**src/rtl/serial_word_detector.sv**
```systemverilog
// rtl/serial_word_detector.sv - serial word slicer with selectable match and stretched detection flag
// Assembles MSB-first words, strobes each completed word and counts matches (saturating).
module serial_word_detector #(
  parameter int WIDTH       = 3,
  parameter int HOLD_CYCLES = 3,
  parameter int CNT_W       = 8
) (
  input  logic             clock,
  input  logic             reset_n,
  input  logic             in,
  input  logic             in_valid,
  input  logic             frame,
  input  logic [1:0]       mode,
  input  logic [WIDTH-1:0] pattern,
  output logic             out,
  output logic [WIDTH-1:0] word,
  output logic             word_valid,
  output logic [CNT_W-1:0] match_count
);

  localparam int IW = $clog2(WIDTH);
  localparam int HW = $clog2(HOLD_CYCLES + 1);

  logic [WIDTH-1:0] sr;
  logic [IW-1:0]    idx;
  logic [HW-1:0]    hold;
  logic [WIDTH-1:0] new_word;
  logic             complete;
  logic             hit;

  always_comb begin
    new_word = {sr[WIDTH-2:0], in};
    complete = in_valid && !frame && (idx == IW'(WIDTH - 1));
    hit      = 1'b0;
    if (complete) begin
      case (mode)
        2'b00:   hit = new_word[0];
        2'b01:   hit = !new_word[0];
        2'b10:   hit = (new_word == pattern);
        default: hit = 1'b0;
      endcase
    end
  end

  always_ff @(posedge clock) begin
    if (!reset_n) begin
      sr          <= '0;
      idx         <= '0;
      hold        <= '0;
      out         <= 1'b0;
      word        <= '0;
      word_valid  <= 1'b0;
      match_count <= '0;
    end else begin
      word_valid <= 1'b0;
      if (in_valid) begin
        sr <= new_word;
        // A frame bit always starts a fresh word, even at the completing position.
        if (frame) begin
          idx <= IW'(1);
        end else if (complete) begin
          idx        <= '0;
          word       <= new_word;
          word_valid <= 1'b1;
        end else begin
          idx <= idx + IW'(1);
        end
      end

      // Hold counter runs regardless of in_valid; a match reloads it so pulses merge.
      if (hit) begin
        hold <= HW'(HOLD_CYCLES);
        out  <= 1'b1;
        if (match_count != {CNT_W{1'b1}})
          match_count <= match_count + CNT_W'(1);
      end else if (hold > HW'(1)) begin
        hold <= hold - HW'(1);
        out  <= 1'b1;
      end else begin
        hold <= '0;
        out  <= 1'b0;
      end
    end
  end

endmodule

```
**config.mk**
```make
export PLATFORM = sky130hd
export DESIGN_NAME = serial_word_detector
export DESIGN_NICKNAME = d
export VERILOG_FILES = /design/src/rtl/serial_word_detector.sv
export SDC_FILE = /design/constraint.sdc
export NUM_CORES = 1
export LEC_CHECK = 0
export BUFFER_PORTS_ARGS = -buffer_cell sky130_fd_sc_hd__buf_2
export CAP_MARGIN = 5
export CORE_MARGIN = 5
export CORE_UTILIZATION = 29
export DETAILED_ROUTE_END_ITERATION = 6
export PLACE_DENSITY_LB_ADDON = 0.05
export SLEW_MARGIN = 15
export SYNTH_ARGS = -nofsm -noshare
export SYNTH_HDL_FRONTEND = slang
export SYNTH_SLANG_ARGS = --single-unit
```
**constraint.sdc**
```tcl
create_clock -name clock -period 4.6 [get_ports clock]
set_input_delay 1.38 -clock clock [delete_from_list [all_inputs] [get_ports clock]]
set_output_delay 1.38 -clock clock [all_outputs]
set_load 0.02 [all_outputs]
```
==> results of run 1 <==
## worst max-delay path by stage
stage,startpoint,to,slack [ns],depth (start not counted)
4_1_cts,in,match_count[7]$_SDFFE_PN0P_,1.94,6
6_report,in,match_count[7]$_SDFFE_PN0P_,1.92,6
2_1_floorplan,in_valid,match_count[7]$_SDFFE_PN0P_,1.93,6
3_3_place_gp,in,match_count[3]$_SDFFE_PN0P_,1.62,6
5_1_grt,in,match_count[4]$_SDFFE_PN0P_,1.82,6
3_5_place_dp,in,match_count[3]$_SDFFE_PN0P_,1.62,6
## placed cells by master (no fill, tap or decap)
master,instances
nand4_1,1
mux2i_1,5
inv_1,2
nand2_1,6
o41ai_1,1
nand4bb_1,1
ha_1,1
or3b_2,1
buf_2,22
xor2_1,3
xnor2_1,1
clkbuf_4,3
or4b_1,1
nand2b_1,3
nand3_1,1
dfxtp_1,19
and4_1,1
nor4_2,1
o31ai_1,5
o21ai_2,1
nor2_1,9
clkinv_1,1
clkinv_2,1
or4_1,5
a21oi_1,13
and2_1,2
or3_1,1
and4bb_2,1
o21ai_0,3
## flip-flops by register name, summed over array words and instances, names as in the netlist
name,flops
idx,2
word,3
match_count,8
out,1
word_valid,1
hold,2
sr,2
## routing by layer
layer | GRT usage [%] | vias up
met5 | 0 | -
met4 | 2.29 | 0
met3 | 4.03 | 2
met2 | 14.2 | 11
met1 | 12.0 | 322
li1 | - | 382
## critical path, cell delays in order
cell and delay (ns):
buf_2 0.13, xor2_1 0.17, nor4_2 0.28, o21ai_2 0.25, or4_1 0.56, a21oi_1 0.14
## power breakdown
group	internal (uW)	leakage [uW]	total [uW]	switching, uW
logic	7.71	0.000217	17.1	9.39
registers	166	0.000154	168	1.79
clock network	32.4	0.0000177	86.6	54.3
## final cells by class
cell class	count	area, um^2
Timing Repair Buffer	22	110
Multi-Input combinational cell	67	439
Sequential cell	19	380
Clock buffer	3	22.5
Tap cell	31	38.8
Clock inverter	1	5.00
Inverter	3	11.3
Fill cell	294	1770
## cell families (layout without fill, tap and decap cells)
kind of cell / Yosys count / in the layout / share of synthesized area [%]
multiplexers: 5 / 5 / 5.86
XOR/XNOR: 4 / 4 / 4.10
AND/OR/NAND/NOR: 34 / 34 / 24.2
AO/OA/AOI/OAI: 23 / 23 / 15.8
buffers and inverters: 8 / 29 / 4.10
flip-flops: 19 / 19 / 44.5
adder cells (fa/ha/maj): 1 / 1 / 1.46
## metrics by stage
| stage | area [um^2] | hold slack [ns] | util (%) |
|---|---|---|---|
| floorplan | 855 | 0.438 | - |
| global placement | 980 | 0.455 | 35.2 |
| detailed placement | 980 | 0.459 | 35.2 |
| CTS | 1010 | 0.477 | 36.2 |
| global route | 1010 | 0.520 | 36.2 |
| finish | 1010 | 0.470 | 36.2 |
==> results_dict.tcl, run 1 <==
set metrics [dict create \
    ys_warn_count 0 \
    cts-root-buf "clkbuf_4" \
    timing.final.crit_share_pct 58.2 \
    ys.flop_type "dfxtp_1" \
    rsz0062_at_grt "no" \
    yosys-top-cells-area "dfxtp_1, a21oi_1, mux2i_1" \
    place_inst 142 \
    ys_async_sr_fraction_pct 0 \
    timing.rr.end "match_count[7]$_SDFFE_PN0P_" \
    grt_max_degree 20 \
    r2r-start "sr[1]$_SDFFE_PN0P_" \
    first_pass_iters 4 \
    irDropWorstVdd_mv 0.210 \
    setup_tns_ns 0 \
    clockBufferDepth 2 \
    worst_setup_path_end_kind "flip-flop" \
    yosysSeqAreaShare_pct 44.5 \
    dr_total_vias 717 \
    hold_path_end "hold[1]$_SDFF_PN0_" \
    finClkSkew_ns 0.00833 \
    viasPerCell 4.91 \
    hp-start "hold[0]$_SDFF_PN0_" \
    h-tree-depth 1 \
    gp_congestion 0.752 \
    dp_slack_ns 1.62 \
    cts.clk_slew.worst_paths_ns 0.12 \
    die_y_um 64.3 \
    setup_ws_ns 1.92 \
    cts_setup_buffers 0 \
    antenna_left 0 \
    n_antenna_cell 0 \
    die_w_um 64.3 \
    routed-wl-met3_um 86 \
    rrSetupSlack_ns 2.77 \
    finalMaxSlewViolations 0 \
    port_buffers 22 \
    rows 19 \
    r2r_cells 5 \
    worst_setup_path_start_kind "input port" \
    drive_above_1_share_pct 26.1 \
    cts_resized 0 \
    yosysTopAreaCell "dfxtp_1" \
    yosys.area.top_type_share_pct 44.5 \
    synth-edff-count 0 \
    drc 0 \
    ctsHoldBuffers 0 \
    post-route-min-period_ns 2.68 \
    cts_tree "built" \
    hold_class "flip-flop to flip-flop" \
    layout.nets 127 \
    grt_pass1_wl_um 3110 \
    drtIter0Drc 14 \
    met2_length_um 831 \
    synth_most_common_cell "dfxtp_1" \
    clock_sinks 19 \
    fmax_mhz 374 \
    ys_ff_latch 19 \
    worst_slew_pin_slew_ns 0.705 \
    wl_met1_um 901 \
    synth_nets 105 \
    synth_cells 94 \
    maxSlewHeadroom_pct 52.8 \
    cp.arrival_ns 2.91 \
    netlist_area_um2 855 \
    finalWirelength_um 1840 \
    first_global_vias 672 \
    io_pins 23 \
    path_class "input port to flip-flop" \
    core_mm2 0.00278 \
    synthTopCellsByCount "dfxtp_1, a21oi_1, nor2_1" \
    clk_latency_ns 0.30 \
    drv_cap 0 \
    gr-total-overflow 0 \
    grt_use_total_pct 9.29 \
    worstHoldPathCells 2 \
    maxUsedRoutingLayer "met4" \
    ys_types 29 \
    p_leak_uw 0.000389 \
    instances_no_fill 146 \
    status "finished clean" \
    crit_required_ns 4.83 \
    cts_buffers 3 \
    critical_path_peak_fanout 19 \
    cellPowerDensity_mw_per_mm2 270 \
    finalSetupViolations 0 \
    postSynthAreaPerCell_um2 9.09 \
    area_growth_pct 17.9 \
    hpwl_um 1300 \
    start_util_pct 30.7 \
    avgRoutedWirePerCell_um 12.6 \
    total_power_uw 272 \
    antenna_found_initial 0 \
    dieArea_mm2 0.00413 \
    hold_violations 0 \
]
No activity file was read; power rests on OpenSTA's default activity.
==> run 2: changes to the inputs <==
ABC_AREA = 1   (was default)
clock period = 2.6 ns   (was 4.6 ns; I/O delays follow)
==> results_dict.tcl, run 2 <==
set metrics [dict create \
    drv_cap 0 \
    layout_common_cells "nand2_1, buf_2, dfxtp_1, nor2_1, inv_1" \
    drc 0 \
    path_class "flip-flop to output port" \
    post-route-min-period_ns 1.77 \
    first_global_vias 890 \
    met2_length_um 991 \
    yosys-top-cells-area "dfxtp_1, nand2_1, a21oi_1" \
    yosysTopAreaCell "dfxtp_1" \
    largest_registers "match_count x8, word x3" \
    die_y_um 67.0 \
    first_pass_iters 4 \
    area_growth_pct 19.9 \
    pwr-share-seq_pct 60.4 \
    synth_most_common_cell "nand2_1" \
    crit_required_ns 1.82 \
    cts_setup_buffers 0 \
    switching_share_pct 25.2 \
    io_pins 23 \
    cts_resized 0 \
    cp.depth 1 \
    dr_total_vias 913 \
    p_clk_share_pct 30.7 \
    status "finished clean" \
    rsz0062_at_grt "no" \
    path_cells "buf_2" \
    clk_latency_ns 0.29 \
    worstHoldPathCells 2 \
    timing.final.crit_share_pct 68.2 \
    finalSetupViolations 0 \
    p_int_uw 370 \
    cts.clk_slew.worst_paths_ns 0.11 \
    clockBufferDepth 2 \
    cp.arrival_ns 0.99 \
    hpwl_um 1710 \
    worst_setup_path_start_kind "flip-flop" \
    n_antenna_cell 0 \
    start_util_pct 30.7 \
    r2r_cells 7 \
    synth-edff-count 0 \
    synthTopCellsByCount "nand2_1, dfxtp_1, nor2_1" \
    cellPowerDensity_mw_per_mm2 438 \
    drive_above_1_share_pct 21.3 \
    grt_use_total_pct 10.9 \
    fmax_mhz 564 \
    ys_async_sr_fraction_pct 0 \
    maxSlewHeadroom_pct 75.5 \
    hold_class "flip-flop to flip-flop" \
    dieArea_mm2 0.00449 \
    grt_pass1_wl_um 3710 \
    hold_violations 0 \
    avgRoutedWirePerCell_um 11.1 \
    synth_cells 130 \
    worst_slew_pin_slew_ns 0.366 \
    cpLargestDelayFamily "flip-flops" \
    maxUsedRoutingLayer "met4" \
    critical_path_peak_fanout 6 \
    instances_no_fill 199 \
    synth_nets 141 \
    ys.flop_type "dfxtp_1" \
    ctsHoldBuffers 0 \
    worst_setup_path_end_kind "output port" \
    comb_power_share_pct 8.9 \
    antenna_found_initial 0 \
    setup_tns_ns 0 \
    yosysSeqAreaShare_pct 40.3 \
    cp_num_buf_inv 1 \
    rows 20 \
    slowest_delay_ns 0.48 \
    wl_met1_um 1110 \
    finClkSkew_ns 0.00149 \
    routed-wl-met3_um 89 \
    gp_congestion 0.741 \
    final_common_cell "nand2_1" \
    whs_ns 0.471 \
    clock_sinks 19 \
    finalMaxSlewViolations 0 \
    layout.nets 167 \
    power.net_switching_uw 125 \
    viasPerCell 4.59 \
    postSynthAreaPerCell_um2 7.26 \
    largest_register_ff_count 8 \
    cts_tree "built" \
    grt_max_degree 13 \
    core_mm2 0.00308 \
    antenna_left 0 \
    n_fill_cell 338 \
    cts-root-buf "clkbuf_4" \
    largest-register "match_count" \
    port_buffers 22 \
    cts_buffers 3 \
    die_w_um 67.0 \
    netlist_area_um2 943 \
    irDropWorstVdd_mv 0.173 \
    finalWirelength_um 2220 \
    ys_ff_latch 19 \
    h-tree-depth 1 \
    yosys.area.top_type_share_pct 40.3 \
    slowest_stage "dfxtp_1" \
    p_leak_uw 0.000507 \
    ys_types 23 \
    place_inst 195 \
    gr-total-overflow 0 \
    ys_warn_count 0 \
    drtIter0Drc 41 \
]
==> run 2: final timing paths <==
path / startpoint / slack [ns] / to
setup reg to reg: match_count[0]$_SDFFE_PN0P_ / 0.98 / match_count[7]$_SDFFE_PN0P_
hold reg to reg: hold[1]$_SDFF_PN0_ / 0.47 / hold[1]$_SDFF_PN0_
setup / recovery: match_count[2]$_SDFFE_PN0P_ / 0.83 / match_count[2]
hold / removal: hold[1]$_SDFF_PN0_ / 0.47 / hold[1]$_SDFF_PN0_
==> run 2: cell type report <==
class	count	area, um^2	share of cell area [%]
flip-flops and latches	19	380	33.6
inverters	15	56.3	4.98
repair buffers	22	110	9.73
clock buffers	4	26.3	2.32
multi-input cells	95	503	44.5
well taps	44	55.1	4.87
==> run 2: kinds of logic after synthesis <==
kind of cell | share of synthesized area [%]
AOI/OAI and AO/OA | 12.5
xor gates and xnor gates | 2.79
adders and majority gates | 1.33
buffers and inverters | 6.37
DFF | 40.3
and+or+nand+nor | 36.7
==> run 2: power by group through the flow <==
stage	sequential [uW]	combinational, uW	clock [uW]
4_1_cts	299	44.8	157
5_1_grt	300	50.1	170
3_5_place_dp	306	44.8	0
6_report	299	44.1	152
2_1_floorplan	305	27.2	0
3_3_place_gp	306	44.3	0
==> run 2: stage by stage <==
stage | area (um^2) | power [uW] | worst slack [ns] | util (%)
2_1_floorplan | 943 | 333 | 1.01 | -
3_3_place_gp | 1100 | 350 | 0.764 | 35.9
3_5_place_dp | 1100 | 351 | 0.748 | 35.9
4_1_cts | 1130 | 501 | 0.804 | 36.7
5_1_grt | 1130 | 520 | 0.751 | 36.7
6_report | 1130 | 495 | 0.828 | 36.7
==> run 2: layer usage <==
layer	up-vias	global-route usage, %
met5	-	0
met1	419	13.1
li1	477	-
met3	2	2.02
met4	0	5.32
met2	15	18.2
==> run 3: changes to the inputs <==
clock period = 1.5 ns   (was 2.6 ns; I/O delays follow)
==> results_dict.tcl, run 3 (synthesized netlist as in run 2, its figures left out) <==
set metrics [dict create \
    status "finished clean" \
    maxSlewHeadroom_pct 68.9 \
    crit_required_ns 1.05 \
    core_mm2 0.00308 \
    cts.clk_slew.worst_paths_ns 0.11 \
    h-tree-depth 1 \
    port_buffers 22 \
    hold_class "input port to flip-flop" \
    cp.depth 2 \
    p_clk_share_pct 29.8 \
    layout.nets 177 \
    clock_sinks 19 \
    drive_above_1_share_pct 28.5 \
    drc 0 \
    fmax_mhz 700 \
    pwr-share-seq_pct 60.5 \
    first_global_vias 849 \
    whs_ns 0.438 \
    avgRoutedWirePerCell_um 10.9 \
    setup_ws_ns 0.0719 \
    hpwl_um 1840 \
    worst_slew_pin_slew_ns 0.455 \
    post-route-min-period_ns 1.43 \
    slowest_stage "dfxtp_1" \
    switching_share_pct 24.8 \
    n_fill_cell 342 \
    p_int_uw 643 \
    antenna_found_initial 0 \
    power.net_switching_uw 212 \
    dieArea_mm2 0.00449 \
    clk_latency_ns 0.29 \
    dp_slack_ns 0.0159 \
    setup_tns_ns 0 \
    dr_total_vias 934 \
    cp_num_buf_inv 2 \
    finalMaxSlewViolations 0 \
    multiInputGateArea_um2 505 \
    drtIter0Drc 22 \
    comb_power_share_pct 9.6 \
    path_cells "buf_4 -> buf_2" \
    cts_buffers 3 \
    cts_setup_buffers 0 \
    cp-startpoint "match_count[2]$_SDFFE_PN0P_" \
    seq_area_um2 383 \
    place_inst 205 \
    rrSetupSlack_ns 0.11 \
    cp.arrival_ns 0.98 \
    gr-total-overflow 0 \
    postLayoutCellArea_mm2 0.00121 \
    cts_resized 0 \
    final_common_cell "nand2_1" \
    first_pass_iters 4 \
    instances_no_fill 209 \
    finalWirelength_um 2270 \
    largest_register_ff_count 8 \
    clockBufferDepth 2 \
    p_leak_uw 0.000563 \
    layout_common_cells "nand2_1, buf_2, dfxtp_1, nor2_1, inv_1" \
    rsz0062_at_grt "no" \
    r2r-start "match_count[0]$_SDFFE_PN0P_" \
    largest-register "match_count" \
    finClkSkew_ns 0.00286 \
    timing.final.crit_share_pct 95.2 \
    grt_pass1_wl_um 3750 \
    die_w_um 67.0 \
    grt_max_degree 12 \
    ctsHoldBuffers 0 \
    critical_path_peak_fanout 4 \
    cpLargestDelayFamily "flip-flops" \
    finalSetupViolations 0 \
    n_antenna_cell 0 \
    drv_cap 0 \
    area_growth_pct 28.5 \
    cts_tree "built" \
    worst_setup_path_start_kind "flip-flop" \
    hp-start "reset_n" \
    timing.rr.end "match_count[1]$_SDFFE_PN0P_" \
    gp_congestion 0.755 \
    hold_violations 0 \
    grt_use_total_pct 11.1 \
    irDropWorstVdd_mv 0.406 \
    antenna_left 0 \
    start_util_pct 30.7 \
    viasPerCell 4.47 \
    endpoint "match_count[2]" \
    rows 20 \
    largest_registers "match_count x8, word x3" \
    cts-root-buf "clkbuf_4" \
    worst_setup_path_end_kind "output port" \
    die_y_um 67.0 \
    dpl_cell_area_mm2 0.00118 \
    io_pins 23 \
    path_class "flip-flop to output port" \
    slowest_delay_ns 0.39 \
    r2r_cells 7 \
    cellPowerDensity_mw_per_mm2 706 \
]
-- run 3: worst reg2reg max path, cell delays in order, from the launching register on --
cell,delay [ns]
dfxtp_2,0.35
ha_1,0.18
nand3_1,0.12
nor2_1,0.17
nand2_2,0.16
nand3_4,0.17
nand2_1,0.07
a21oi_1,0.12
-- run 3: stage by stage --
stage               utilization [%]  power, uW
floorplan                         -        577
global placement               38.4        610
detailed placement             38.4        613
CTS                            39.3        871
global route                   39.4        908
finish                         39.4        856
-- run 3: routing by layer --
metal  GRT usage (%)  vias to the layer above  part of all wire [%]
li1                -                      499                     -
met1            14.8                      420                    50
met2            17.1                       13                    45
met3            1.85                        2                   4.0
met4            5.32                        0                  0.84
met5               0                        -                     0
-- run 3: how the worst min path moves through the flow --
stage                                              to  depth (start not counted)
after floorplan                    hold[1]$_SDFF_PN0_                          2
after global placement             hold[1]$_SDFF_PN0_                          2
after detailed placement           hold[1]$_SDFF_PN0_                          2
after CTS                 match_count[0]$_SDFFE_PN0P_                          3
after global routing      match_count[0]$_SDFFE_PN0P_                          3
final                     match_count[0]$_SDFFE_PN0P_                          3
-- run 3: power groups by stage --
stage | clock network [uW] | logic [uW] | registers [uW]
after floorplan | 0 | 47.2 | 529
after global placement | 0 | 81.6 | 529
after detailed placement | 0 | 83.8 | 529
after CTS | 269 | 84.2 | 518
after global routing | 296 | 92.8 | 519
final | 255 | 82.5 | 518
-- run 3: area by class of cell --
type	instances	area share [%]
sequential	19	31.6
clock buffer	3	1.86
multi-input combinational	95	41.7
timing repair buffer	32	15.3
inverter	15	4.64
clock inverter	1	0.413
tap	44	4.54
